===== config.mk =====
export PLATFORM = sky130hd
export DESIGN_NAME = imem_loader
export DESIGN_NICKNAME = d
export VERILOG_FILES = /design/src/rtl/imem_loader_pkg.sv /design/src/rtl/imem_word_packer.sv /design/src/rtl/imem_loader.sv
export SDC_FILE = /design/constraint.sdc
export NUM_CORES = 1
export LEC_CHECK = 0
export ABC_CLOCK_PERIOD_IN_PS = 1800
export CORE_MARGIN = 5
export CORE_UTILIZATION = 40
export DETAILED_ROUTE_END_ITERATION = 8
export DONT_BUFFER_PORTS = 1
export GPL_TIMING_DRIVEN = 0
export SYNTH_ARGS = -nofsm -noshare
export SYNTH_HDL_FRONTEND = slang
export SYNTH_SLANG_ARGS = --single-unit

===== constraint.sdc =====
create_clock -name clk -period 1.8 [get_ports clk]
set_input_delay 0.36 -clock clk [delete_from_list [all_inputs] [get_ports clk]]
set_output_delay 0.36 -clock clk [all_outputs]
set_load 0.03 [all_outputs]

===== src/rtl/imem_loader_pkg.sv =====
// Shared types and constants for the instruction-memory loader.
package imem_loader_pkg;

  localparam int unsigned WORD_BYTES = 4;
  localparam int unsigned BYTE_W     = 8;

  typedef enum logic [2:0] {
    S_IDLE,
    S_LEN,
    S_DATA,
    S_CHK,
    S_DONE,
    S_ERR
  } state_t;

endpackage


===== src/rtl/imem_word_packer.sv =====
// Packs a byte stream into 32-bit big-endian words (first byte lands in bits 31:24).
module imem_word_packer
  import imem_loader_pkg::*;
(
  input  logic                         clk,
  input  logic                         rst,
  input  logic                         clear,
  input  logic                         byte_en,
  input  logic [BYTE_W-1:0]            byte_data,
  output logic                         word_valid,
  output logic [WORD_BYTES*BYTE_W-1:0] word
);

  // Only the three older bytes need storage; the fourth is taken straight from the input.
  logic [(WORD_BYTES-1)*BYTE_W-1:0] shreg;
  logic [1:0]                       cnt;

  always_ff @(posedge clk) begin
    if (rst || clear) begin
      shreg <= '0;
      cnt   <= '0;
    end else if (byte_en) begin
      shreg <= {shreg[(WORD_BYTES-2)*BYTE_W-1:0], byte_data};
      cnt   <= cnt + 2'd1;
    end
  end

  assign word_valid = byte_en && (cnt == 2'd3);
  assign word       = {shreg, byte_data};

endmodule


===== src/rtl/imem_loader.sv =====
// Loads a length-prefixed byte image into instruction memory and holds the core in reset
// until it completes. Optional trailing XOR checksum: define IMEM_LOADER_CHKSUM_EN.
module imem_loader
  import imem_loader_pkg::*;
#(
  parameter int unsigned ADDR_W = 5
) (
  input  logic              clk,
  input  logic              rst,
  input  logic              start,
  input  logic              byte_valid,
  input  logic [7:0]        byte_data,
  output logic              byte_ready,
  output logic              wr_en,
  output logic [ADDR_W-1:0] wr_addr,
  output logic [31:0]       wr_data,
  output logic              core_hold,
  output logic              done,
  output logic              err
);

  state_t              state, state_nxt;
  logic                xfer;
  logic                len_ok;
  logic                last_word;
  logic                word_valid;
  logic [31:0]         word;
  logic [ADDR_W-1:0]   len;
  logic [ADDR_W-1:0]   word_addr;
`ifdef IMEM_LOADER_CHKSUM_EN
  logic [BYTE_W-1:0]   csum;
`endif

  assign xfer      = byte_valid && byte_ready;
  assign len_ok    = (byte_data >> ADDR_W) == '0;
  assign last_word = word_valid && (word_addr == len);

  imem_word_packer u_packer (
    .clk        (clk),
    .rst        (rst),
    .clear      (xfer && (state == S_LEN)),
    .byte_en    (xfer && (state == S_DATA)),
    .byte_data  (byte_data),
    .word_valid (word_valid),
    .word       (word)
  );

  always_comb begin
    state_nxt = state;
    case (state)
      S_IDLE: if (start) state_nxt = S_LEN;
      S_LEN:  if (xfer) state_nxt = len_ok ? S_DATA : S_ERR;
`ifdef IMEM_LOADER_CHKSUM_EN
      S_DATA: if (last_word) state_nxt = S_CHK;
      S_CHK:  if (xfer) state_nxt = (byte_data == csum) ? S_DONE : S_ERR;
`else
      S_DATA: if (last_word) state_nxt = S_DONE;
      S_CHK:  state_nxt = S_IDLE;
`endif
      S_DONE: if (start) state_nxt = S_LEN;
      S_ERR:  if (start) state_nxt = S_LEN;
      default: state_nxt = S_IDLE;
    endcase
  end

  // Status outputs are registered from the next state so they track the state register exactly.
  always_ff @(posedge clk) begin
    if (rst) begin
      state      <= S_IDLE;
      byte_ready <= 1'b0;
      wr_en      <= 1'b0;
      wr_addr    <= '0;
      wr_data    <= '0;
      core_hold  <= 1'b1;
      done       <= 1'b0;
      err        <= 1'b0;
      len        <= '0;
      word_addr  <= '0;
`ifdef IMEM_LOADER_CHKSUM_EN
      csum       <= '0;
`endif
    end else begin
      state      <= state_nxt;
      byte_ready <= (state_nxt == S_LEN) || (state_nxt == S_DATA) || (state_nxt == S_CHK);
      core_hold  <= (state_nxt != S_DONE);
      done       <= (state_nxt == S_DONE);
      err        <= (state_nxt == S_ERR);
      wr_en      <= word_valid;
      if (word_valid) begin
        wr_addr   <= word_addr;
        wr_data   <= word;
        word_addr <= word_addr + ADDR_W'(1);
      end
      if (xfer && (state == S_LEN)) begin
        len       <= byte_data[ADDR_W-1:0];
        word_addr <= '0;
`ifdef IMEM_LOADER_CHKSUM_EN
        csum      <= '0;
`endif
      end
`ifdef IMEM_LOADER_CHKSUM_EN
      if (xfer && (state == S_DATA)) csum <= csum ^ byte_data;
`endif
    end
  end

endmodule


; ---- Word-level counts from Yosys, hierarchy flattened
; Index checks and enable logic that the tools add are counted.
; W data, S select, Z words.
[totals]
in_bits = 12
rom_bits = 0
regBits = 81
mem_count = 0
latchBits = 0
ramBits = 0
wordCells = 43
[op_classes]
n_shift = 0
n_eq_ne = 12
n_reduce_logical = 12
bitwise_logic = 0
mul = 0
div = 0
n_addsub = 2
order_cmp = 0
mux = 5
[ops]
columns = cell, n
row1 = $eq A3 B3 Y1 const B, 4
row2 = $mux W3, 4
row3 = $eq A3 B2 Y1 const B, 3
row4 = $pmux W3 S3, 1
row5 = $logic_not A8 Y1, 1
row6 = $eq A3 B1 Y1 const B, 2
row7 = $add A5 B1 Y5 const B, 1
row8 = $eq A5 B5 Y1, 1
row9 = $logic_and A1 B1 Y1, 5
row10 = $logic_not A3 Y1, 1
row11 = $logic_or A1 B1 Y1, 3
row12 = $ne A3 B3 Y1 const B, 1
row13 = $reduce_or A3 Y1, 1
row14 = $add A2 B1 Y2 const B, 1
row15 = $eq A2 B2 Y1 const B, 1
row16 = $reduce_or A2 Y1, 1

; ---- Logic depth before layout (Yosys ltp)
; Gate-level depths: netlist of run 1.
[logic_depth]
depth_word = 9
depth_mapped = 7
mapped_depth_nobuf = 5

; ---- Modules after synthesis
; Synthesis of run 1 repeated with hierarchy kept, for this count alone.
[hier_totals]
cells_unflattened = 294
area_unflattened_um2 = 3150.5
[by_module_without_submodules]
columns = module, seq_area_each_um2, cells_per_inst, n_inst, area_each_um2
row1 = imem_loader, 1101.1, 199, 1, 2110.8
row2 = imem_word_packer, 520.5, 95, 1, 1039.7

; ---- Worst setup path before layout of run 1
; Ideal clock, no wire load.
[synth_timing]
path_type = flip-flop to flip-flop
start = reg state[1]
end = reg core_hold
slack_ns = -0.171
setup_ns = 0.127
arrival_time_ns = 1.844
synth_period_minus_slack_ns = 1.971
stages_incl_launch_ff = 6
path_cell_list = dfxtp_1 -> buf_6 -> or3b_4 -> or4_1 -> o21a_1 -> or3_1
[synth_between]
elab_chain_cells = 7
[synth_lines]
columns = item, line
row1 = "start, declared", imem_loader.sv:22  ; state_t state, state_nxt;
row2 = "start signal, assigned", imem_loader.sv:83  ; state <= state_nxt;
row3 = $eq A3 B2 Y1, "imem_loader.sv:42, imem_loader.sv:50"
row4 = $logic_and A1 B1 Y1, imem_loader.sv:42  ; .byte_en (xfer && (state == S_DATA)),
row5 = $logic_and A1 B1 Y1, imem_word_packer.sv:28  ; assign word_valid = byte_en && (cnt == 2'd3);
row6 = $logic_and A1 B1 Y1, imem_loader.sv:36  ; assign last_word = word_valid && (word_addr == len);
row7 = $mux W3, imem_loader.sv:57  ; S_DATA: if (last_word) state_nxt = S_DONE;
row8 = $pmux W3 S3 *, imem_loader.sv:50  ; case (state)
row9 = $ne A3 B3 Y1 *, imem_loader.sv:85  ; core_hold <= (state_nxt != S_DONE);
row10 = "end signal, assigned", imem_loader.sv:85
row11 = "end, declared", imem_loader.sv:17  ; output logic core_hold,
; Every way passes the cells marked *; elsewhere a longest branch is shown, timed or not.
; A chain may end at the register's enable or synchronous reset.

; ---- Final worst setup path of run 1
[layout_timing]
start = reg state[0]
end = reg core_hold
; Same word-level chain as after synthesis.

==> results of run 1 <==
[worst paths after layout]
check	slack, ns	cells past startpoint	startpoint	end
max	-0.12	4	state[0]$_SDFF_PP0_	core_hold$_SDFF_PP1_
min	0.09	1	rst	state[0]$_SDFF_PP0_
max reg2reg	-0.12	4	state[0]$_SDFF_PP0_	core_hold$_SDFF_PP1_
min reg2reg	0.46	2	u_packer.shreg[18]$_SDFFE_PP0P_	wr_data[26]$_SDFFE_PP0P_
[per-stage QoR]
step | setup slack, ns | TNS (ns) | utilization
6_report | -0.1239 | -0.1239 | 0.4709
5_1_grt | -0.1776 | -0.3047 | 0.4709
4_1_cts | -0.1350 | -0.1350 | 0.4683
3_5_place_dp | -0.5332 | -21.86 | 0.4265
3_3_place_gp | -0.4955 | -19.58 | 0.4265
2_1_floorplan | -0.1703 | -4.144 | -
[where the power goes]
group,internal (mW),leakage (nW),switching (mW)
Clock,0.755,0.109,0.651
Combinational,0.0275,0.358,0.0561
Sequential,1.80,0.655,0.0126
[flip-flops by register name, indices dropped and copies added (netlist names)]
name	count
core_hold	1
word_addr	5
done	1
len	5
wr_addr	5
u_packer.cnt	2
err	1
byte_ready	1
wr_data	32
wr_en	1
state	3
u_packer.shreg	24
[repair_timing]
item | in CTS | in global routing
endpoints found under the setup margin | 77 | 60
resized for setup | 21 | 9
buffers inserted | 5 | 1
pin swaps | 3 | 1
cloned | 0 | 0
endpoints found under the hold margin | 0 | 0
[layout make-up]
class | count | area [um2] | share of cell area
flip-flops and latches | 81 | 1629 | 0.4796
multi-input cells | 256 | 1275 | 0.3753
clock buffers | 12 | 165.2 | 0.04862
well taps | 99 | 123.9 | 0.03646
plain buffers | 20 | 100.1 | 0.02947
repair buffers | 6 | 48.80 | 0.01436
clock inverters | 3 | 47.55 | 0.01400
inverters | 2 | 7.507 | 0.002210
[cells in the mapped netlist, types with 2 or more instances]
cell type  count  area share
xor2_1         4       0.012
nor4_1         3      0.0064
inv_1          2      0.0025
nor3_1         5      0.0085
xnor2_1        6       0.018
a21oi_1       65        0.11
nand2_1      128        0.16
ha_1           2      0.0085
mux2i_1        5       0.017
clkbuf_1      20       0.025
dfxtp_1       81        0.55
nor2_1        15       0.019
nand3_1        5      0.0085
nor4b_1        2      0.0059
or2_2          2      0.0042
nor3b_1        2      0.0051
[metal layers]
| layer | wire [um] | up-vias | share of wire |
|---|---|---|---|
| li1 | - | 1214 | - |
| met1 | 3322 | 1071 | 0.48 |
| met2 | 3000 | 56 | 0.43 |
| met3 | 549 | 8 | 0.079 |
| met4 | 92 | 0 | 0.013 |
| met5 | 0 | - | 0 |
[cell families (layout without fill, tap and decap cells)]
kind of cell | after synthesis | after routing | share of synthesized area
buffers and inverters | 24 | 43 | 0.03347
DFF | 81 | 81 | 0.5492
adders and majority gates | 2 | 2 | 0.008473
and+or+nand+nor | 172 | 172 | 0.2458
AOI/OAI and AO/OA | 67 | 67 | 0.1165
muxes | 5 | 5 | 0.01695
xor gates and xnor gates | 10 | 10 | 0.02966
==> impl_metrics.csv, run 1 <==
group,metric,value,unit
sta,setup_ws,-0.1239,ns
worst_setup_path,required,2.03,ns
worst_setup_path,path_max_fanout,2,
global_routing,grt.overflow.total,0,
synthesis,synth_area,2953,um2
placement,placed_cell_area,3077,um2
final_layout,antennaDiodeCount,0,
sta,relSlewSlack,0.5886,
global_routing,track_usage,0.1603,
global_routing,antenna_found_initial,0,
sta,min_period_over_period,1.069,
sta,final-hold-violation-count,0,
cts,cts.sinks,81,
synthesis,synth_flop_cell,"dfxtp_1",
global_routing,use_met1,0.2094,
sta,tightest_slew,0.6171,ns
power_and_ir_drop,powerDensity,971.2,nW/um2
worst_setup_path,critPathCaptureType,"flip-flop",
sta,slew_viol_final,0,
sta,rsz0062_at_grt,"true",
outcome,status,"complete, but fails checks",
routing,finalWirelength,6.965,mm
worst_setup_path,crit_family,"simple AND/OR/NAND/NOR gates",
synthesis,ys_seq_area_frac,0.5492,
power_and_ir_drop,finalPower,3.299,mW
floorplan,core,7214,um2
cts,clockBufferDepth,2,
routing,drtPass1Iterations,4,
synthesis,ys_ff_latch,81,
cts,clock_latency,0.35,ns
routing,via_per_inst,4.904,
worst_setup_path,worstPathArrival,2.16,ns
final_layout,post-route-cell-area,3397,um2
synthesis,yosys_warnings,0,
placement,routabilityCongestion,0.7751,
worst_setup_path,cp_slowest_cell,"or4_4",
routing,drtAntennaViolNets,0,
routing,vias,2349,
synthesis,syn_inst,361,
global_routing,grt_pass1_wl,11.07,mm
final_layout,most-common-layout-cells,"127 x nand2_1, 77 x dfxtp_1, 65 x a21oi_1",
floorplan,ioPinCount,54,
sta,hold-worst-slack,0.09442,ns
floorplan,num_rows,31,
routing,drc,0,
synthesis,synth_edf_count,0,
cts,clk_pin_slew,0.08,ns
floorplan,die_y,95.92,um
floorplan,start_util,0.4093,
worst_hold_path,hp-class,"in2reg",
synthesis,synth.avg_cell_area,8.180,um2
routing,drtIter0Drc,104,
final_layout,final_cells,479,
synthesis,syn-num-nets,375,
placement,placed_cells,460,
cts,cts_buffers,9,
synthesis,synthArstFlopShare,0,
power_and_ir_drop,p_leak,1.121,nW
final_layout,final_layout_size_suffix_gt1_frac,0.1263,
synthesis,synthDistinctLibCells,30,
worst_setup_path,slowest_delay,0.52,ns
worst_setup_path,worst_setup_path_start_kind,"flip-flop",
cts,cts_tree,"built",
placement,dp_hpwl,4.789,mm
final_layout,nFillCells,737,
worst_setup_path,worstSetupPathType,"reg2reg",
worst_setup_path,crit_chain,"or3b_4 > or4_4 > o21a_1 > or3_1",
global_routing,globalRouteMet3Util,0.06880,
final_layout,final_common_cell,"nand2_1",
global_routing,top_usage_layer,"met2",
final_layout,nets,390,
global_routing,met2_usage,0.2322,
sta,period_needed,1.924,ns
final_layout,area_delta_synth_final,15.04,%
outcome,violations,"setup timing",
sta,clock.fmax,519.8,MHz
sta,finalClockSkew,0.01086,ns
global_routing,grt_start_max_net_pins,20,
global_routing,grt_pass1_vias,2207,
power_and_ir_drop,ir_worst_vdd,620.3,uV
cts,root_buffer,"clkbuf_8",
floorplan,dieArea,9201,um2
worst_setup_path,worstPathBufferInverterCount,0,
cts,ctsHoldBuffers,0,
flow_run,drv_cap,0,
sta,setup_viol,1,
placement,port_buffers,0,
cts,htree_levels,3,
routing,wl_per_cell,14.54,um
floorplan,die_w,95.92,um
No activity file was read; power rests on OpenSTA's default activity.
==> run 2: changes to the inputs <==
==> constraint.sdc (replaced) <==
create_clock -name clk -period 1.8 [get_ports clk]
set_input_delay 0.36 -clock clk [delete_from_list [all_inputs] [get_ports clk]]
set_output_delay 0.36 -clock clk [all_outputs]
set_load 0.005 [all_outputs]
==> impl_metrics.csv, run 2 (synthesis results as in run 1) <==
group,metric,value,unit
cts,clk_pin_slew,0.08,ns
sta,final-hold-violation-count,0,
cts,ctsHoldBuffers,0,
final_layout,largest-register,"wr_data",
cts,cts.sinks,81,
worst_setup_path,reg2reg_to,"core_hold$_SDFF_PP1_",
routing,wl_per_cell,14.54,um
final_layout,regArea,1628,um2
sta,hold-worst-slack,0.09442,ns
worst_setup_path,worst_setup_path_start_kind,"flip-flop",
worst_hold_path,worstHoldEndpoint,"state[0]$_SDFF_PP0_",
cts,cts_buffers,9,
routing,via_per_inst,4.904,
power_and_ir_drop,powerDensity,970.0,nW/um2
final_layout,final_layout_size_suffix_gt1_frac,0.1237,
placement,routabilityCongestion,0.7751,
worst_hold_path,hp-class,"in2reg",
routing,drtPass1Iterations,4,
power_and_ir_drop,p_leak,1.121,nW
final_layout,area_delta_synth_final,15.00,%
floorplan,num_rows,31,
sta,period_needed,1.924,ns
flow_run,drv_cap,0,
cts,cts_tree,"built",
global_routing,grt_pass1_vias,2209,
sta,rsz0062_at_grt,"true",
global_routing,grt.overflow.total,0,
final_layout,multiInputGateArea,1275,um2
routing,drc,0,
cts,clock_latency,0.35,ns
routing,finalWirelength,6.963,mm
floorplan,die_y,95.92,um
worst_setup_path,worstSetupPathType,"reg2reg",
final_layout,reg_top3,"wr_data x32, u_packer.shreg x24",
routing,drtAntennaViolNets,0,
final_layout,post-route-cell-area,3396,um2
final_layout,nFillCells,737,
outcome,status,"complete, but fails checks",
worst_setup_path,worstPathArrival,2.16,ns
worst_hold_path,min-delay-start,"rst",
worst_setup_path,r2r_cells,4,
global_routing,track_usage,0.1603,
floorplan,dieArea,9201,um2
sta,setup_viol,1,
power_and_ir_drop,finalPower,3.294,mW
placement,placed_cell_area,3077,um2
final_layout,antennaDiodeCount,0,
cts,htree_levels,3,
routing,vias,2349,
final_layout,most-common-layout-cells,"127 x nand2_1, 78 x dfxtp_1, 65 x a21oi_1",
routing,drtIter0Drc,107,
sta,clock.fmax,519.7,MHz
worst_setup_path,path_max_fanout,2,
worst_setup_path,critPathCaptureType,"flip-flop",
placement,port_buffers,0,
worst_setup_path,required,2.03,ns
cts,clockBufferDepth,2,
floorplan,ioPinCount,54,
global_routing,grt_start_max_net_pins,20,
sta,setup_ws,-0.1242,ns
outcome,violations,"setup timing",
worst_hold_path,worstHoldPathCells,1,
floorplan,die_w,95.92,um
final_layout,nets,390,
final_layout,largest_reg_flops,32,
worst_setup_path,crit-reg2reg-launch,"state[0]$_SDFF_PP0_",
placement,placed_cells,460,
sta,tightest_slew,0.6168,ns
power_and_ir_drop,ir_worst_vdd,620.6,uV
sta,relSlewSlack,0.5888,
final_layout,final_cells,479,
global_routing,antenna_found_initial,0,
sta,min_period_over_period,1.069,
placement,dp_hpwl,4.789,mm
final_layout,final_common_cell,"nand2_1",
cts,root_buffer,"clkbuf_8",
sta,slew_viol_final,0,
global_routing,grt_pass1_wl,11.07,mm
floorplan,core,7214,um2
floorplan,start_util,0.4093,
sta,fin_setup_tns,-0.1242,ns
worst_setup_path,reg2reg_slack,-0.12,ns
sta,finalClockSkew,0.01086,ns
run 2: cell counts in the layout (fill, tap and decap cells not counted):
No cell type changed its count.
run 2: cell type report:
type	instances	area share
Tap cell	99	0.03648
Clock inverter	3	0.01400
Inverter	2	0.002211
Buffer	20	0.02948
Sequential cell	81	0.4794
Timing Repair Buffer	6	0.01437
Clock buffer	12	0.04864
Multi-Input combinational cell	256	0.3755
run 2: worst max-delay path by stage:
stage	startpoint	endpoint	depth (start not counted)
6_report	state[0]$_SDFF_PP0_	core_hold$_SDFF_PP1_	4
5_1_grt	state[0]$_SDFF_PP0_	core_hold$_SDFF_PP1_	4
4_1_cts	state[1]$_SDFF_PP0_	core_hold$_SDFF_PP1_	5
3_5_place_dp	state[1]$_SDFF_PP0_	wr_data[18]$_SDFFE_PP0P_	7
3_3_place_gp	state[1]$_SDFF_PP0_	wr_data[28]$_SDFFE_PP0P_	7
2_1_floorplan	state[1]$_SDFF_PP0_	core_hold$_SDFF_PP1_	5
run 2: routing by layer:
layer,share of wire,track usage,up-vias
li1,-,-,1216
met1,0.48,0.2094,1069
met2,0.43,0.2322,56
met3,0.079,0.06880,8
met4,0.013,0.06398,0
met5,0,0,-
run 2: where the power goes:
part | internal (mW) | switching [mW]
clock | 0.755 | 0.651
sequential | 1.80 | 0.00753
combinational | 0.0275 | 0.0559
run 2: critical path, cell delays in order (launching register included):
cell,delay (ns)
dfxtp_4,0.35
or3b_4,0.39
or4_4,0.52
o21a_1,0.21
or3_1,0.34
run 2: what timing repair did:
item                                    in CTS  in global routing
endpoints found under the setup margin      71                 54
setup buffers                                5                  1
resized for setup                           20                  9
pin swaps                                    3                  1
gates cloned                                 0                  0
run 2: through the flow:
| stage | utilization | setup WS (ns) |
|---|---|---|
| floorplan | - | -0.1703 |
| global placement | 0.4265 | -0.2858 |
| detailed placement | 0.4265 | -0.3344 |
| CTS | 0.4681 | -0.1350 |
| global route | 0.4707 | -0.1776 |
| finish | 0.4707 | -0.1242 |
